--- config.mk ---
export PLATFORM = sky130hd
export DESIGN_NAME = puanli_denetim_durum_birimi
export DESIGN_NICKNAME = d
export VERILOG_FILES = /design/src/rtl/puanli_denetim_durum_birimi.sv
export SDC_FILE = /design/constraint.sdc
export NUM_CORES = 1
export LEC_CHECK = 0
export ABC_AREA = 1
export ABC_CLOCK_PERIOD_IN_PS = 2530
export CAP_MARGIN = 0
export CELL_PAD_IN_SITES_DETAIL_PLACEMENT = 1
export CELL_PAD_IN_SITES_GLOBAL_PLACEMENT = 2
export CORE_MARGIN = 2
export CORE_UTILIZATION = 27
export CTS_CLUSTER_DIAMETER = 80
export DETAILED_ROUTE_END_ITERATION = 10
export PLACE_DENSITY_LB_ADDON = 0.1
export SLEW_MARGIN = 20
export SYNTH_ARGS = -nofsm -noshare
export SYNTH_HDL_FRONTEND = slang
export SYNTH_SLANG_ARGS = --single-unit
--- constraint.sdc ---
create_clock -name clk_i -period 2.53 [get_ports clk_i]
set_input_delay 0.253 -clock clk_i [delete_from_list [all_inputs] [get_ports clk_i]]
set_output_delay 0.253 -clock clk_i [all_outputs]
set_load 0.02 [all_outputs]
--- src/rtl/puanli_denetim_durum_birimi.sv ---
// puanli_denetim_durum_birimi
// Hazard/control unit beside COZ: two-source operand forwarding, a register
// scoreboard for in-flight multi-cycle results, an outstanding-operation
// limit, a multi-cycle flush window after a misprediction and a sticky
// stall watchdog. Drives the stall/flush controls for GETIR and COZ.
module puanli_denetim_durum_birimi #(
    parameter int YAZMAC_SAYISI  = 32,
    parameter int ADRES_GENISLIK = 5,
    parameter int IZ_DERINLIK    = 4,
    parameter int BOSALT_CEVRIM  = 1,
    parameter int ZAMAN_ASIMI    = 1024
) (
    input  logic                      clk_i,
    input  logic                      rst_i,
    input  logic                      coz_gecerli_i,
    input  logic [ADRES_GENISLIK-1:0] rs1_adres_coz_i,
    input  logic [ADRES_GENISLIK-1:0] rs2_adres_coz_i,
    input  logic [ADRES_GENISLIK-1:0] rd_adres_coz_i,
    input  logic                      rs1_kullan_coz_i,
    input  logic                      rs2_kullan_coz_i,
    input  logic                      yaz_yazmac_coz_i,
    input  logic                      cok_cevrim_coz_i,
    input  logic                      yaz_yazmac_yurut_i,
    input  logic [ADRES_GENISLIK-1:0] rd_adres_yurut_i,
    input  logic                      yaz_yazmac_geriyaz_i,
    input  logic [ADRES_GENISLIK-1:0] rd_adres_geriyaz_i,
    input  logic                      tamam_gecerli_i,
    input  logic [ADRES_GENISLIK-1:0] tamam_rd_adres_i,
    input  logic                      program_sayaci_gecerli_i,
    input  logic                      tahmin_dogru_i,
    input  logic                      getir_bekle_i,
    output logic [1:0]                yonlendir_deger1_o,
    output logic [1:0]                yonlendir_deger2_o,
    output logic                      durdur_getir_o,
    output logic                      durdur_coz_o,
    output logic                      bosalt_getir_o,
    output logic                      bosalt_coz_o,
    output logic [YAZMAC_SAYISI-1:0]  puan_mesgul_o,
    output logic                      zaman_asimi_o
);

    // Counter widths: the flush counter only needs to hold BOSALT_CEVRIM-1,
    // the outstanding counter 0..IZ_DERINLIK, the watchdog 0..ZAMAN_ASIMI.
    localparam int BW = (BOSALT_CEVRIM > 1) ? $clog2(BOSALT_CEVRIM) : 1;
    localparam int KW = (IZ_DERINLIK > 0) ? $clog2(IZ_DERINLIK + 1) : 1;
    localparam int ZW = (ZAMAN_ASIMI > 0) ? $clog2(ZAMAN_ASIMI + 1) : 1;

    localparam logic [BW-1:0]             BOSALT_YUKLE = BW'(BOSALT_CEVRIM - 1);
    localparam logic [KW-1:0]             IZ_SINIR     = KW'(IZ_DERINLIK);
    localparam logic [ZW-1:0]             ZA_SINIR     = ZW'(ZAMAN_ASIMI);
    localparam logic [ADRES_GENISLIK-1:0] X0           = '0;

    typedef enum logic [1:0] {
        HICBISEY = 2'd0,
        YURUT    = 2'd1,
        GERIYAZ  = 2'd2
    } yonlendir_e;

    // One-hot decode of a register address; addresses beyond the register
    // file decode to all zeros so they never touch a busy bit.
    function automatic logic [YAZMAC_SAYISI-1:0] tekli(input logic [ADRES_GENISLIK-1:0] adres);
        logic [YAZMAC_SAYISI-1:0] sonuc;
        sonuc = '0;
        for (int i = 0; i < YAZMAC_SAYISI; i++) begin
            sonuc[i] = (adres == ADRES_GENISLIK'(i));
        end
        return sonuc;
    endfunction

    // Forwarding source for one operand; the younger YURUT result wins.
    function automatic yonlendir_e yonlendir_sec(input logic [ADRES_GENISLIK-1:0] rs);
        yonlendir_e sec;
        sec = HICBISEY;
        if (rs != X0 && yaz_yazmac_yurut_i && rs == rd_adres_yurut_i) begin
            sec = YURUT;
        end else if (rs != X0 && yaz_yazmac_geriyaz_i && rs == rd_adres_geriyaz_i) begin
            sec = GERIYAZ;
        end
        return sec;
    endfunction

    logic [YAZMAC_SAYISI-1:0] r_mesgul;
    logic [KW-1:0]            r_bekleyen;
    logic [BW-1:0]            r_bosalt_sayac;
    logic [ZW-1:0]            r_bekci;
    logic                     r_zaman_asimi;

    logic [YAZMAC_SAYISI-1:0] w_tamam_maske;
    logic [YAZMAC_SAYISI-1:0] w_mesgul_e;
    logic [YAZMAC_SAYISI-1:0] w_set_maske;
    logic                     w_rs1_tehlike;
    logic                     w_rs2_tehlike;
    logic                     w_waw_tehlike;
    logic                     w_dolu;
    logic                     w_tehlike;
    logic                     w_yanlis;
    logic                     w_bosalt;
    logic                     w_durdur_coz;
    logic                     w_verilen;
    logic                     w_tamam_say;

    // A completion this cycle releases its register immediately, so the
    // dependent instruction is not held one extra cycle.
    assign w_tamam_maske = tamam_gecerli_i ? tekli(tamam_rd_adres_i) : '0;
    assign w_mesgul_e    = r_mesgul & ~w_tamam_maske;

    assign w_rs1_tehlike = rs1_kullan_coz_i && rs1_adres_coz_i != X0
                           && |(w_mesgul_e & tekli(rs1_adres_coz_i));
    assign w_rs2_tehlike = rs2_kullan_coz_i && rs2_adres_coz_i != X0
                           && |(w_mesgul_e & tekli(rs2_adres_coz_i));
    assign w_waw_tehlike = yaz_yazmac_coz_i && rd_adres_coz_i != X0
                           && |(w_mesgul_e & tekli(rd_adres_coz_i));
    // A completion in the same cycle frees a slot for the new operation.
    assign w_dolu        = cok_cevrim_coz_i && (r_bekleyen == IZ_SINIR) && !tamam_gecerli_i;
    assign w_tehlike     = coz_gecerli_i
                           && (w_rs1_tehlike || w_rs2_tehlike || w_waw_tehlike || w_dolu);

    assign w_yanlis      = program_sayaci_gecerli_i && !tahmin_dogru_i;
    assign w_bosalt      = w_yanlis || (r_bosalt_sayac != '0);

    // Flush overrides stall: the instructions being held are discarded anyway.
    assign w_durdur_coz  = (w_tehlike || getir_bekle_i) && !w_bosalt;
    assign w_verilen     = coz_gecerli_i && cok_cevrim_coz_i && !w_durdur_coz && !w_bosalt;
    assign w_set_maske   = (w_verilen && yaz_yazmac_coz_i && rd_adres_coz_i != X0)
                           ? tekli(rd_adres_coz_i) : '0;
    // Completions with nothing outstanding are spurious and must not underflow.
    assign w_tamam_say   = tamam_gecerli_i && (r_bekleyen != '0);

    assign yonlendir_deger1_o = yonlendir_sec(rs1_adres_coz_i);
    assign yonlendir_deger2_o = yonlendir_sec(rs2_adres_coz_i);
    assign durdur_getir_o     = w_tehlike && !w_bosalt;
    assign durdur_coz_o       = w_durdur_coz;
    assign bosalt_getir_o     = w_bosalt;
    assign bosalt_coz_o       = w_bosalt;
    assign puan_mesgul_o      = r_mesgul;
    assign zaman_asimi_o      = r_zaman_asimi;

    // Scoreboard busy bits: completion clears, issue sets, set wins on a tie.
    // NOTE: the busy bits are control state, not data storage, so they must be
    // reset; a stale busy bit after reset would deadlock COZ.
    always_ff @(posedge clk_i or posedge rst_i) begin
        if (rst_i) begin
            r_mesgul <= '0;
        end else begin
            // NOTE: non-blocking so every register here sees pre-edge values.
            r_mesgul <= (r_mesgul & ~w_tamam_maske) | w_set_maske;
        end
    end

    // Outstanding multi-cycle operation count; issue and completion cancel.
    always_ff @(posedge clk_i or posedge rst_i) begin
        if (rst_i) begin
            r_bekleyen <= '0;
        end else begin
            case ({w_verilen, w_tamam_say})
                2'b10:   r_bekleyen <= r_bekleyen + KW'(1);
                2'b01:   r_bekleyen <= r_bekleyen - KW'(1);
                default: r_bekleyen <= r_bekleyen;
            endcase
        end
    end

    // Flush window: a misprediction (re)loads the remaining cycles.
    always_ff @(posedge clk_i or posedge rst_i) begin
        if (rst_i) begin
            r_bosalt_sayac <= '0;
        end else if (w_yanlis) begin
            r_bosalt_sayac <= BOSALT_YUKLE;
        end else if (r_bosalt_sayac != '0) begin
            r_bosalt_sayac <= r_bosalt_sayac - BW'(1);
        end
    end

    // Watchdog: consecutive COZ stall cycles; the flag is sticky until reset.
    always_ff @(posedge clk_i or posedge rst_i) begin
        if (rst_i) begin
            r_bekci       <= '0;
            r_zaman_asimi <= 1'b0;
        end else if (w_durdur_coz) begin
            if (r_bekci != ZA_SINIR) begin
                r_bekci <= r_bekci + ZW'(1);
            end
            if (r_bekci == ZA_SINIR - ZW'(1)) begin
                r_zaman_asimi <= 1'b1;
            end
        end else begin
            r_bekci <= '0;
        end
    end

endmodule

==> reports/metrics.yaml <==
cp_data_required_time_ns: 2.28
synth_cell_types: 35
hold_viol_final: 0
first_pass_iters: 4
grt_pass1_vias: 6209
syn-num-nets: 777
placed_cells: 1116
antenna_found_initial: 0
crit_path_end: "durdur_coz_o"
ir_worst_vdd_mv: 0.375
start_kind: "input pin"
ff2ff_path_depth: 14
syn_to_final_growth_pct: 82.4
grtUsageTotal_pct: 27.0
r2r_setup_slack_ns: 0.14
synthCells: 730
via_count: 5942
fin_crit_ns: 2.51
clk_latency_ns: 0.31
r2r-start: "puan_mesgul_o[5]"
coreArea_um2: 15200
cts_buffers: 5
fin_util_pct: 50.3
postPlaceCellArea_um2: 6250
hp-class: "in2async"
multi_input_area_um2: 3530
fin_total_pwr_mw: 2.87
clock.fmax_mhz: 399
place.gp.congestion: 0.964
fill_cells: 1932
post_drt_via_cell_ratio: 5.14
critPathLaunch: "tamam_rd_adres_i[1]"
post-dp-hpwl_mm: 16.9
grt-ovfl-total: 0
wl_per_cell_um: 19.7
ctsHtreeMaxLevel: 2
syn_avg_cell_area_um2: 5.74
worstMarginPinSlew_ns: 0.731
finalSetupTns_ns: 0
start_util_pct: 27.6
first_iter_violations: 274
status: "finished, final reports clean"
cts_buffer_depth: 2
ant_nets: 0
rr_endpoint: "r_bekleyen[1]"
arrival_ns: 2.25
die_x_um: 129
final_area_um2: 7650
seq_area_um2: 1180
ys_seq_area_share_pct: 28.1
place.port_buffers: 83
fp.dieArea_um2: 16500
cp_max_fo: 8
setup_ws_ns: 0.0233
clk_pin_slew_ns: 0.08
final_cells: 1157
ioPinCount: 84
root_buffer: "clkbuf_16"
finalCritPeriodShare_pct: 99.1
nNetsFinal: 1015
setup_violations: 0
drc_errors: 0
p_leak_nw: 3.67
skew_ns: 0.00813
die_h_um: 129
power_density_nw_per_um2: 375
rows: 45
drv_slew: 0
synth_area_um2: 4190
grt_start_max_net_pins: 32
synth_warnings: 0
drt_wl_total_mm: 22.9
max-cap-violations: 0
timing.hold.ws_ns: 0.385
criticalPathCategory: "in2out"
grt_pass1_wl_mm: 34.3
place_ws_ns: -0.977
rsz0062_at_grt: "true"
cts_sinks: 47
drive_gt1_share_pct: 39.6
slew_headroom_pct: 51.2
tritoncts: "done"
end_kind: "output port"
ctsHoldBuffers: 0
synth_seq_cells: 47
insertedDiodeCount: 0
-- synth_stat cells --
library cell / number / area share (%)
buf_2: 6 / 0.72
inv_2: 1 / 0.089
o21ai_0: 12 / 1.4
nor4_1: 2 / 0.30
a221oi_1: 3 / 0.63
nor2_1: 146 / 13
dfrtp_1: 47 / 28
ha_1: 3 / 0.90
a21boi_0: 1 / 0.18
inv_1: 59 / 5.3
xor2_1: 9 / 1.9
and2_1: 1 / 0.15
nor3b_1: 1 / 0.18
a21oi_1: 14 / 1.7
nor2_2: 5 / 0.75
nand3_1: 100 / 12
o2111ai_1: 1 / 0.21
nor3_1: 16 / 1.9
o21a_1: 1 / 0.18
fa_1: 1 / 0.48
or2_2: 2 / 0.30
xnor2_1: 5 / 1.0
buf_1: 1 / 0.089
o221ai_1: 1 / 0.21
buf_4: 6 / 1.1
clkbuf_1: 6 / 0.54
o22ai_1: 3 / 0.45
nand2_1: 258 / 23
a2111oi_0: 2 / 0.42
nor2_4: 1 / 0.27
nand4_1: 11 / 1.6
o21ai_1: 1 / 0.12
clkinv_1: 1 / 0.089
nand4_2: 1 / 0.30
a21boi_1: 2 / 0.36
-- how the worst min path moves through the flow --
stage / slack, ns / startpoint / to / cells past startpoint
after global routing: 0.44 / rst_i / puan_mesgul_o[30] / 2
final: 0.39 / rst_i / puan_mesgul_o[30] / 2
after global placement: 0.44 / zaman_asimi_o / zaman_asimi_o / 2
after detailed placement: 0.45 / zaman_asimi_o / zaman_asimi_o / 2
after CTS: 0.43 / rst_i / puan_mesgul_o[30] / 2
after floorplan: 0.47 / r_bekleyen[0] / r_bekleyen[0] / 1
-- repair_timing --
item                                    CTS  global route
resized for setup                       181           189
pin swaps                                27            57
cloned                                    2             1
buffers inserted                         16            14
endpoints found under the setup margin   52            38
-- area by class of cell --
class,instances,area share (%)
clock buffers,5,1.64
clock inverters,3,0.933
well taps,188,3.08
multi-input cells,603,46.1
repair buffers,250,29.8
flip-flops and latches,47,15.4
inverters,61,3.08
-- power breakdown --
part           switching [mW]  leakage, nW  internal, mW
clock network           0.363       0.0959         0.575
logic                   0.566         2.94         0.461
registers              0.0862        0.636         0.818
-- cell families (layout without fill, tap and decap cells) --
family	after synthesis	after routing	synth area share, %
xor gates and xnor gates	14	14	2.93
buffers and inverters	80	319	7.88
DFF	47	47	28.1
AOI/OAI and AO/OA	41	41	5.85
adders and majority gates	4	4	1.37
and+or+nand+nor	544	544	53.9
-- critical path, cell delays in order --
cell and delay (ns):
buf_6 0.11, buf_6 0.12, nor2_4 0.12, buf_12 0.17, nand3_4 0.12, nand3_1 0.12, nand2_1 0.09, nor2_2 0.14
nand2_2 0.09, nor2_2 0.10, nand2_1 0.05, nand2_1 0.08, nand2_2 0.09, nor2_4 0.15, buf_6 0.13, nor2_4 0.03
nand2_4 0.08, nand2_4 0.06, buf_6 0.13
-- placed cells by master (no fill, tap or decap), drive strengths merged, types with 4 or more instances in the layout --
master	count
xor2	9
clkdlybuf4s50	56
o21ai	13
nand4	12
dlygate4sd2	4
dfrtp	47
inv	61
nor3	16
buf	176
nand3	100
clkbuf	17
nor2	152
nand2	258
a21oi	14
xnor2	5
-- flip-flops by register name (all words and copies together), names as in the netlist --
name,count
puan_mesgul_o,32
zaman_asimi_o,1
r_bekci,11
r_bekleyen,3
-- routing by layer --
| metal | vias to the layer above | track usage, % | share of wire (%) | routed length (um) |
|---|---|---|---|---|
| met5 | - | 0 | 0 | 0 |
| met2 | 159 | 47.1 | 50 | 11400 |
| met3 | 30 | 4.16 | 4.1 | 931 |
| met1 | 2931 | 35.1 | 44 | 9970 |
| met4 | 0 | 6.78 | 2.2 | 506 |
| li1 | 2822 | - | - | - |
Note: power is estimated with default switching activity, not from simulation.
